$ cat src/rtl/fetch_pc_if.sv
// Bundle of fetch, predictor, resolve and training signals around the fetch PC unit.
// The master modport is the PC unit. The slave modport is the surrounding pipeline.
`ifndef PC_SIZE
`define PC_SIZE 32
`endif

interface fetch_pc_if #(
  parameter int PC_W = `PC_SIZE
);
  logic [PC_W-1:0] pc;
  logic            pred_taken;
  logic [PC_W-1:0] pred_target;
  logic            fetch_valid;
  logic            fetch_ready;
  logic            res_valid;
  logic            res_is_branch;
  logic            res_taken;
  logic [PC_W-1:0] res_target;
  logic            flush;
  logic            fb_valid;
  logic [PC_W-1:0] fb_pc;
  logic            fb_taken;
  logic [PC_W-1:0] fb_target;
  logic            fb_mispredict;
  logic            q_err;

  modport master (
    output pc, fetch_valid, flush, fb_valid, fb_pc, fb_taken, fb_target, fb_mispredict, q_err,
    input  pred_taken, pred_target, fetch_ready, res_valid, res_is_branch, res_taken, res_target
  );

  modport slave (
    input  pc, fetch_valid, flush, fb_valid, fb_pc, fb_taken, fb_target, fb_mispredict, q_err,
    output pred_taken, pred_target, fetch_ready, res_valid, res_is_branch, res_taken, res_target
  );
endinterface

$ cat src/rtl/fetch_pc_unit.sv
// Fetch-stage PC generator. It keeps an in-order queue of predictions and checks them against execute resolutions.
// On a mispredict it redirects the PC and flushes. It also produces one registered training record per trained resolve.
`ifndef PC_SIZE
`define PC_SIZE 32
`endif

module fetch_pc_unit #(
  parameter int              PC_W     = `PC_SIZE,
  parameter logic [PC_W-1:0] RESET_PC = '0,
  parameter int              PC_INC   = 1,
  parameter int              Q_DEPTH  = 4
) (
  input logic       clk,
  input logic       n_rst,
  fetch_pc_if.master bus
);
  localparam int PTR_W = $clog2(Q_DEPTH);
  localparam int CNT_W = PTR_W + 1;

  logic [PC_W-1:0]  pc_r;
  logic [PTR_W-1:0] head, tail;
  logic [CNT_W-1:0] count;
  logic [PC_W-1:0]  q_pc     [Q_DEPTH];
  logic             q_taken  [Q_DEPTH];
  logic [PC_W-1:0]  q_target [Q_DEPTH];

  logic            fb_valid_r, fb_taken_r, fb_mis_r, q_err_r;
  logic [PC_W-1:0] fb_pc_r, fb_target_r;

  logic            res_fire, actual_taken, mispredict, fetch_valid, fire;
  logic [PC_W-1:0] h_pc, h_target;
  logic            h_taken;

  always_comb begin
    h_pc         = q_pc[head];
    h_taken      = q_taken[head];
    h_target     = q_target[head];
    res_fire     = bus.res_valid & (count != '0);
    actual_taken = bus.res_is_branch & bus.res_taken;
    mispredict   = res_fire & ((actual_taken != h_taken) |
                               (actual_taken & (bus.res_target != h_target)));
    // A mispredict kills the offer in the same cycle, so a flush never coincides with a push.
    fetch_valid  = n_rst & (count != CNT_W'(Q_DEPTH)) & ~mispredict;
    fire         = fetch_valid & bus.fetch_ready;
  end

  always_ff @(posedge clk) begin
    if (!n_rst) begin
      pc_r  <= RESET_PC;
      head  <= '0;
      tail  <= '0;
      count <= '0;
    end else if (mispredict) begin
      pc_r  <= actual_taken ? bus.res_target : h_pc + PC_W'(PC_INC);
      head  <= '0;
      tail  <= '0;
      count <= '0;
    end else begin
      if (fire) begin
        q_pc[tail]     <= pc_r;
        q_taken[tail]  <= bus.pred_taken;
        q_target[tail] <= bus.pred_target;
        tail           <= tail + PTR_W'(1);
        pc_r           <= bus.pred_taken ? bus.pred_target : pc_r + PC_W'(PC_INC);
      end
      if (res_fire) head <= head + PTR_W'(1);
      if (fire && !res_fire)      count <= count + CNT_W'(1);
      else if (!fire && res_fire) count <= count - CNT_W'(1);
    end
  end

  // Non-branches train only when they were predicted taken, to pull the predictor back toward not-taken.
  always_ff @(posedge clk) begin
    if (!n_rst) begin
      fb_valid_r  <= 1'b0;
      fb_pc_r     <= '0;
      fb_taken_r  <= 1'b0;
      fb_target_r <= '0;
      fb_mis_r    <= 1'b0;
      q_err_r     <= 1'b0;
    end else begin
      fb_valid_r <= 1'b0;
      if (res_fire && (bus.res_is_branch || mispredict)) begin
        fb_valid_r  <= 1'b1;
        fb_pc_r     <= h_pc;
        fb_taken_r  <= actual_taken;
        fb_target_r <= bus.res_target;
        fb_mis_r    <= mispredict;
      end
      if (bus.res_valid && count == '0) q_err_r <= 1'b1;
    end
  end

  assign bus.pc            = pc_r;
  assign bus.fetch_valid   = fetch_valid;
  assign bus.flush         = n_rst & mispredict;
  assign bus.fb_valid      = fb_valid_r;
  assign bus.fb_pc         = fb_pc_r;
  assign bus.fb_taken      = fb_taken_r;
  assign bus.fb_target     = fb_target_r;
  assign bus.fb_mispredict = fb_mis_r;
  assign bus.q_err         = q_err_r;
endmodule

$ cat src/flat_wrapper.sv
// flat-port wrapper written by rule: the top's interface ports become plain ports
module fetch_pc_unit_flat 
#(
  parameter int              PC_W     = `PC_SIZE,
  parameter logic [PC_W-1:0] RESET_PC = '0,
  parameter int              PC_INC   = 1,
  parameter int              Q_DEPTH  = 4
)
  (clk, n_rst, bus_pc, bus_fetch_valid, bus_flush, bus_fb_valid, bus_fb_pc, bus_fb_taken, bus_fb_target, bus_fb_mispredict, bus_q_err, bus_pred_taken, bus_pred_target, bus_fetch_ready, bus_res_valid, bus_res_is_branch, bus_res_taken, bus_res_target);
  fetch_pc_if #(.PC_W(PC_W)) bus_i ();
  input logic clk;
  input logic n_rst;
  output wire logic [$bits(bus_i.pc)-1:0] bus_pc;
  output wire logic [$bits(bus_i.fetch_valid)-1:0] bus_fetch_valid;
  output wire logic [$bits(bus_i.flush)-1:0] bus_flush;
  output wire logic [$bits(bus_i.fb_valid)-1:0] bus_fb_valid;
  output wire logic [$bits(bus_i.fb_pc)-1:0] bus_fb_pc;
  output wire logic [$bits(bus_i.fb_taken)-1:0] bus_fb_taken;
  output wire logic [$bits(bus_i.fb_target)-1:0] bus_fb_target;
  output wire logic [$bits(bus_i.fb_mispredict)-1:0] bus_fb_mispredict;
  output wire logic [$bits(bus_i.q_err)-1:0] bus_q_err;
  input wire logic [$bits(bus_i.pred_taken)-1:0] bus_pred_taken;
  input wire logic [$bits(bus_i.pred_target)-1:0] bus_pred_target;
  input wire logic [$bits(bus_i.fetch_ready)-1:0] bus_fetch_ready;
  input wire logic [$bits(bus_i.res_valid)-1:0] bus_res_valid;
  input wire logic [$bits(bus_i.res_is_branch)-1:0] bus_res_is_branch;
  input wire logic [$bits(bus_i.res_taken)-1:0] bus_res_taken;
  input wire logic [$bits(bus_i.res_target)-1:0] bus_res_target;
  assign bus_pc = bus_i.pc;
  assign bus_fetch_valid = bus_i.fetch_valid;
  assign bus_flush = bus_i.flush;
  assign bus_fb_valid = bus_i.fb_valid;
  assign bus_fb_pc = bus_i.fb_pc;
  assign bus_fb_taken = bus_i.fb_taken;
  assign bus_fb_target = bus_i.fb_target;
  assign bus_fb_mispredict = bus_i.fb_mispredict;
  assign bus_q_err = bus_i.q_err;
  assign bus_i.pred_taken = bus_pred_taken;
  assign bus_i.pred_target = bus_pred_target;
  assign bus_i.fetch_ready = bus_fetch_ready;
  assign bus_i.res_valid = bus_res_valid;
  assign bus_i.res_is_branch = bus_res_is_branch;
  assign bus_i.res_taken = bus_res_taken;
  assign bus_i.res_target = bus_res_target;
  fetch_pc_unit #(.PC_W(PC_W), .RESET_PC(RESET_PC), .PC_INC(PC_INC), .Q_DEPTH(Q_DEPTH)) u_core (.clk(clk), .n_rst(n_rst), .bus(bus_i));
endmodule
$ cat config.mk
export PLATFORM = sky130hd
export DESIGN_NAME = fetch_pc_unit_flat
export DESIGN_NICKNAME = d
export VERILOG_FILES = /design/src/rtl/fetch_pc_if.sv /design/src/rtl/fetch_pc_unit.sv /design/src/flat_wrapper.sv
export SDC_FILE = /design/constraint.sdc
export NUM_CORES = 1
export LEC_CHECK = 0
export ABC_AREA = 1
export CORE_UTILIZATION = 25
export DETAILED_ROUTE_END_ITERATION = 16
export DONT_BUFFER_PORTS = 1
export GPL_ROUTABILITY_DRIVEN = 1
export SLEW_MARGIN = 20
export SYNTH_ARGS = -nofsm -noshare
export SYNTH_HDL_FRONTEND = slang
export SYNTH_SLANG_ARGS = --single-unit
$ cat constraint.sdc
create_clock -name clk -period 6.69 [get_ports clk]
set_input_delay 1.338 -clock clk [delete_from_list [all_inputs] [get_ports clk]]
set_output_delay 1.338 -clock clk [all_outputs]
set_load 0.1 [all_outputs]
==> impl_metrics.env <==
export IMPL_crit_fanout=82
export IMPL_fmaxAchievable_ghz=0.1787
export IMPL_yosysWarnings=0
export IMPL_layout_nets=2354
export IMPL_grt_use_met1_pct=21.90
export IMPL_endpoint_kind="output port"
export IMPL_hpwl_mm=46.14
export IMPL_fin_skew_ps=14.55
export IMPL_cts_sinks=369
export IMPL_initial_core_util_pct=25.26
export IMPL_async_flop_share_pct=0
export IMPL_io_buffers=0
export IMPL_timing_final_crit_share_pct=83.66
export IMPL_clock_path_buffers=3
export IMPL_ios=173
export IMPL_fin_area_um2=20780
export IMPL_cts_resized=0
export IMPL_required_ps=5350
export IMPL_critPathMaxStageDelay_ps=710
export IMPL_via_count=15480
export IMPL_drv_cap=0
export IMPL_cts_htree_levels=2
export IMPL_rr_worst_depth=20
export IMPL_fin_ws_ps=1093
export IMPL_gp_congestion=0.9143
export IMPL_track_usage_pct=17.20
export IMPL_via_per_inst=4.743
export IMPL_grt_max_degree=85
export IMPL_ys_flop_type="edfxtp_1"
export IMPL_rsz0062_at_grt="no"
export IMPL_syn_to_final_growth_pct=12.98
export IMPL_gr_total_overflow=0
export IMPL_p_leak_nw=8.339
export IMPL_placed_cell_area_um2=19450
export IMPL_clkSlewWorstSetupHoldPaths_ps=60
export IMPL_worstSetupStartpointType="flop"
export IMPL_setup_tns_ps=0
export IMPL_drt_pass1_iterations=6
export IMPL_syn_inst=2288
export IMPL_cp_data_arrival_time_ps=4260
export IMPL_synth_area_leader_cell="edfxtp_1"
export IMPL_synth_edf_count=260
export IMPL_routedWlPerCell_um=20.16
export IMPL_fillCellCount=7818
export IMPL_yosysSeqAreaShare_pct=54.31
export IMPL_rows=99
export IMPL_run_status="completed"
export IMPL_die_area_um2=74670
export IMPL_layout_drive_gt1_share_pct=5.862
export IMPL_die_y_um=273.3
export IMPL_met2_usage_pct=27.77
export IMPL_drc_errors=0
export IMPL_place_ws_ps=1635
export IMPL_synth_area_um2=18400
export IMPL_synth_distinct_cells=44
export IMPL_yosysTopAreaCellShare_pct=42.44
export IMPL_synth_area_per_cell_um2=8.040
export IMPL_final_hold_viol_count=0
export IMPL_core_um2=72830
export IMPL_grt_pass1_vias=13990
export IMPL_drtIter0Drc=1482
export IMPL_timing_hold_ws_ps=522.2
export IMPL_die_w_um=273.3
export IMPL_path_cells="inv_4 -> buf_4 -> nand2_1 -> nand3_1 -> nand2_1 -> xor2_1 -> nand3b_1 -> nor2_1 -> nand3_1 -> buf_4 -> nand2_8 -> nor2_2 -> buf_12"
export IMPL_numCtsBuffers=39
export IMPL_cts_tree="built"
export IMPL_critPathKind="flop to output port"
export IMPL_antenna_found_initial=1
export IMPL_slew_violations=0
export IMPL_crit_slowest_cell="inv_4"
export IMPL_fin_crit_ps=5597
export IMPL_met3_usage_pct=4.307
export IMPL_ant_nets=0
export IMPL_synthTopCellsByCount="967 x nand2_1, 263 x nor2_1, 260 x edfxtp_1, 212 x nand3_1, 113 x inv_1"
export IMPL_ctsHoldBuffers=0
export IMPL_syn_nets=2367
export IMPL_yosysMostFrequentCell="nand2_1"
export IMPL_hold_depth=0
export IMPL_wirelength_mm=65.81
export IMPL_hold_class="flop to flop"
export IMPL_p_per_area_nw_per_um2=453.0
export IMPL_clk_latency_ps=560
export IMPL_post_cts_buffers=0
export IMPL_setup_violations=0
export IMPL_final_util_pct=28.53
export IMPL_synth_area_leaders="edfxtp_1 42%, nand2_1 20%, dfxtp_1 12%"
export IMPL_ys_ff_latch=369
export IMPL_grt_first_pass_wirelength_mm=95.34
export IMPL_cts_root_buf="clkbuf_16"
export IMPL_ir_drop_v=0.0001838
export IMPL_grt_busiest_layer="met2"
export IMPL_worst_slew_pin_slew_ps=1107
export IMPL_maxSlewHeadroom_pct=26.19
## state kept, by name, summed over array words and instances (netlist names), 2 cells and up, named ones only
name / count
u_core.tail: 2
u_core.bus.fb_target: 32
u_core.head: 2
u_core.q_taken: 4
u_core.bus.fb_pc: 32
u_core.q_pc: 128
u_core.count: 3
u_core.bus.pc: 32
u_core.q_target: 128
## routing by layer
metal	up-vias	wire [um]
met1	7317	27410
met2	585	30360
met3	119	5413
li1	7461	-
met4	0	2623
met5	-	0
## power by group
| part | internal [mW] | switching (mW) | leakage, nW |
|---|---|---|---|
| combinational | 0.748 | 2.37 | 4.42 |
| sequential | 2.83 | 1.16 | 3.28 |
| clock | 1.36 | 0.937 | 0.642 |
## kinds of logic after synthesis
family / synth area share [%]
xor+xnor: 1.238
compound gates: 4.666
flops: 54.31
simple gates: 33.44
fa+ha+maj: 0.5849
mux: 0.1088
buf+inv: 5.652
## layout make-up
cell class,count,area [um2],share of cell area (%)
Antenna cell,2,5.005,0.02408
Multi-Input combinational cell,1697,7416,35.68
Clock inverter,18,266.5,1.282
Tap cell,959,1200,5.774
Inverter,118,445.4,2.143
Sequential cell,369,10000,48.12
Timing Repair Buffer,50,387.9,1.866
Clock buffer,51,1062,5.111
## placed cells by master, fill, tap and decap left out, types with 7 or more instances in the layout
master / count
buf_4: 49
xor2_1: 23
a21oi_1: 41
dfxtp_1: 105
nor3_1: 22
clkbuf_1: 7
inv_1: 113
nand4_1: 18
nand3b_1: 18
o21ai_0: 51
o211ai_1: 32
ha_1: 7
nand3_1: 212
o21ai_1: 11
nor2_1: 257
edfxtp_1: 260
nand2_1: 967
clkbuf_16: 39
## critical path: cells and delay by family (launching register included)
| family | cells | cell delay [ps] |
|---|---|---|
| XOR/XNOR | 1 | 150 |
| buffers and inverters | 4 | 1840 |
| flip-flops | 1 | 510 |
| AND/OR/NAND/NOR | 8 | 1150 |
## metrics by stage
stage	cells	total power [mW]
2_1_floorplan	2288	6.264
3_3_place_gp	3193	7.131
3_5_place_dp	3193	7.144
4_1_cts	3262	9.443
5_1_grt	3262	9.883
6_report	3264	9.414
## worst paths after layout
check	endpoint	slack (ps)	startpoint
min	u_core.q_pc[1][8]$_DFFE_PP_	520	u_core.bus.pc[8]$_SDFFE_PN0P_
min reg2reg	u_core.q_pc[1][8]$_DFFE_PP_	520	u_core.bus.pc[8]$_SDFFE_PN0P_
max reg2reg	u_core.count[2]$_SDFFE_PP0P_	1610	flop
max	bus_flush	1090	flop
Power figures use the tool's default switching activity.
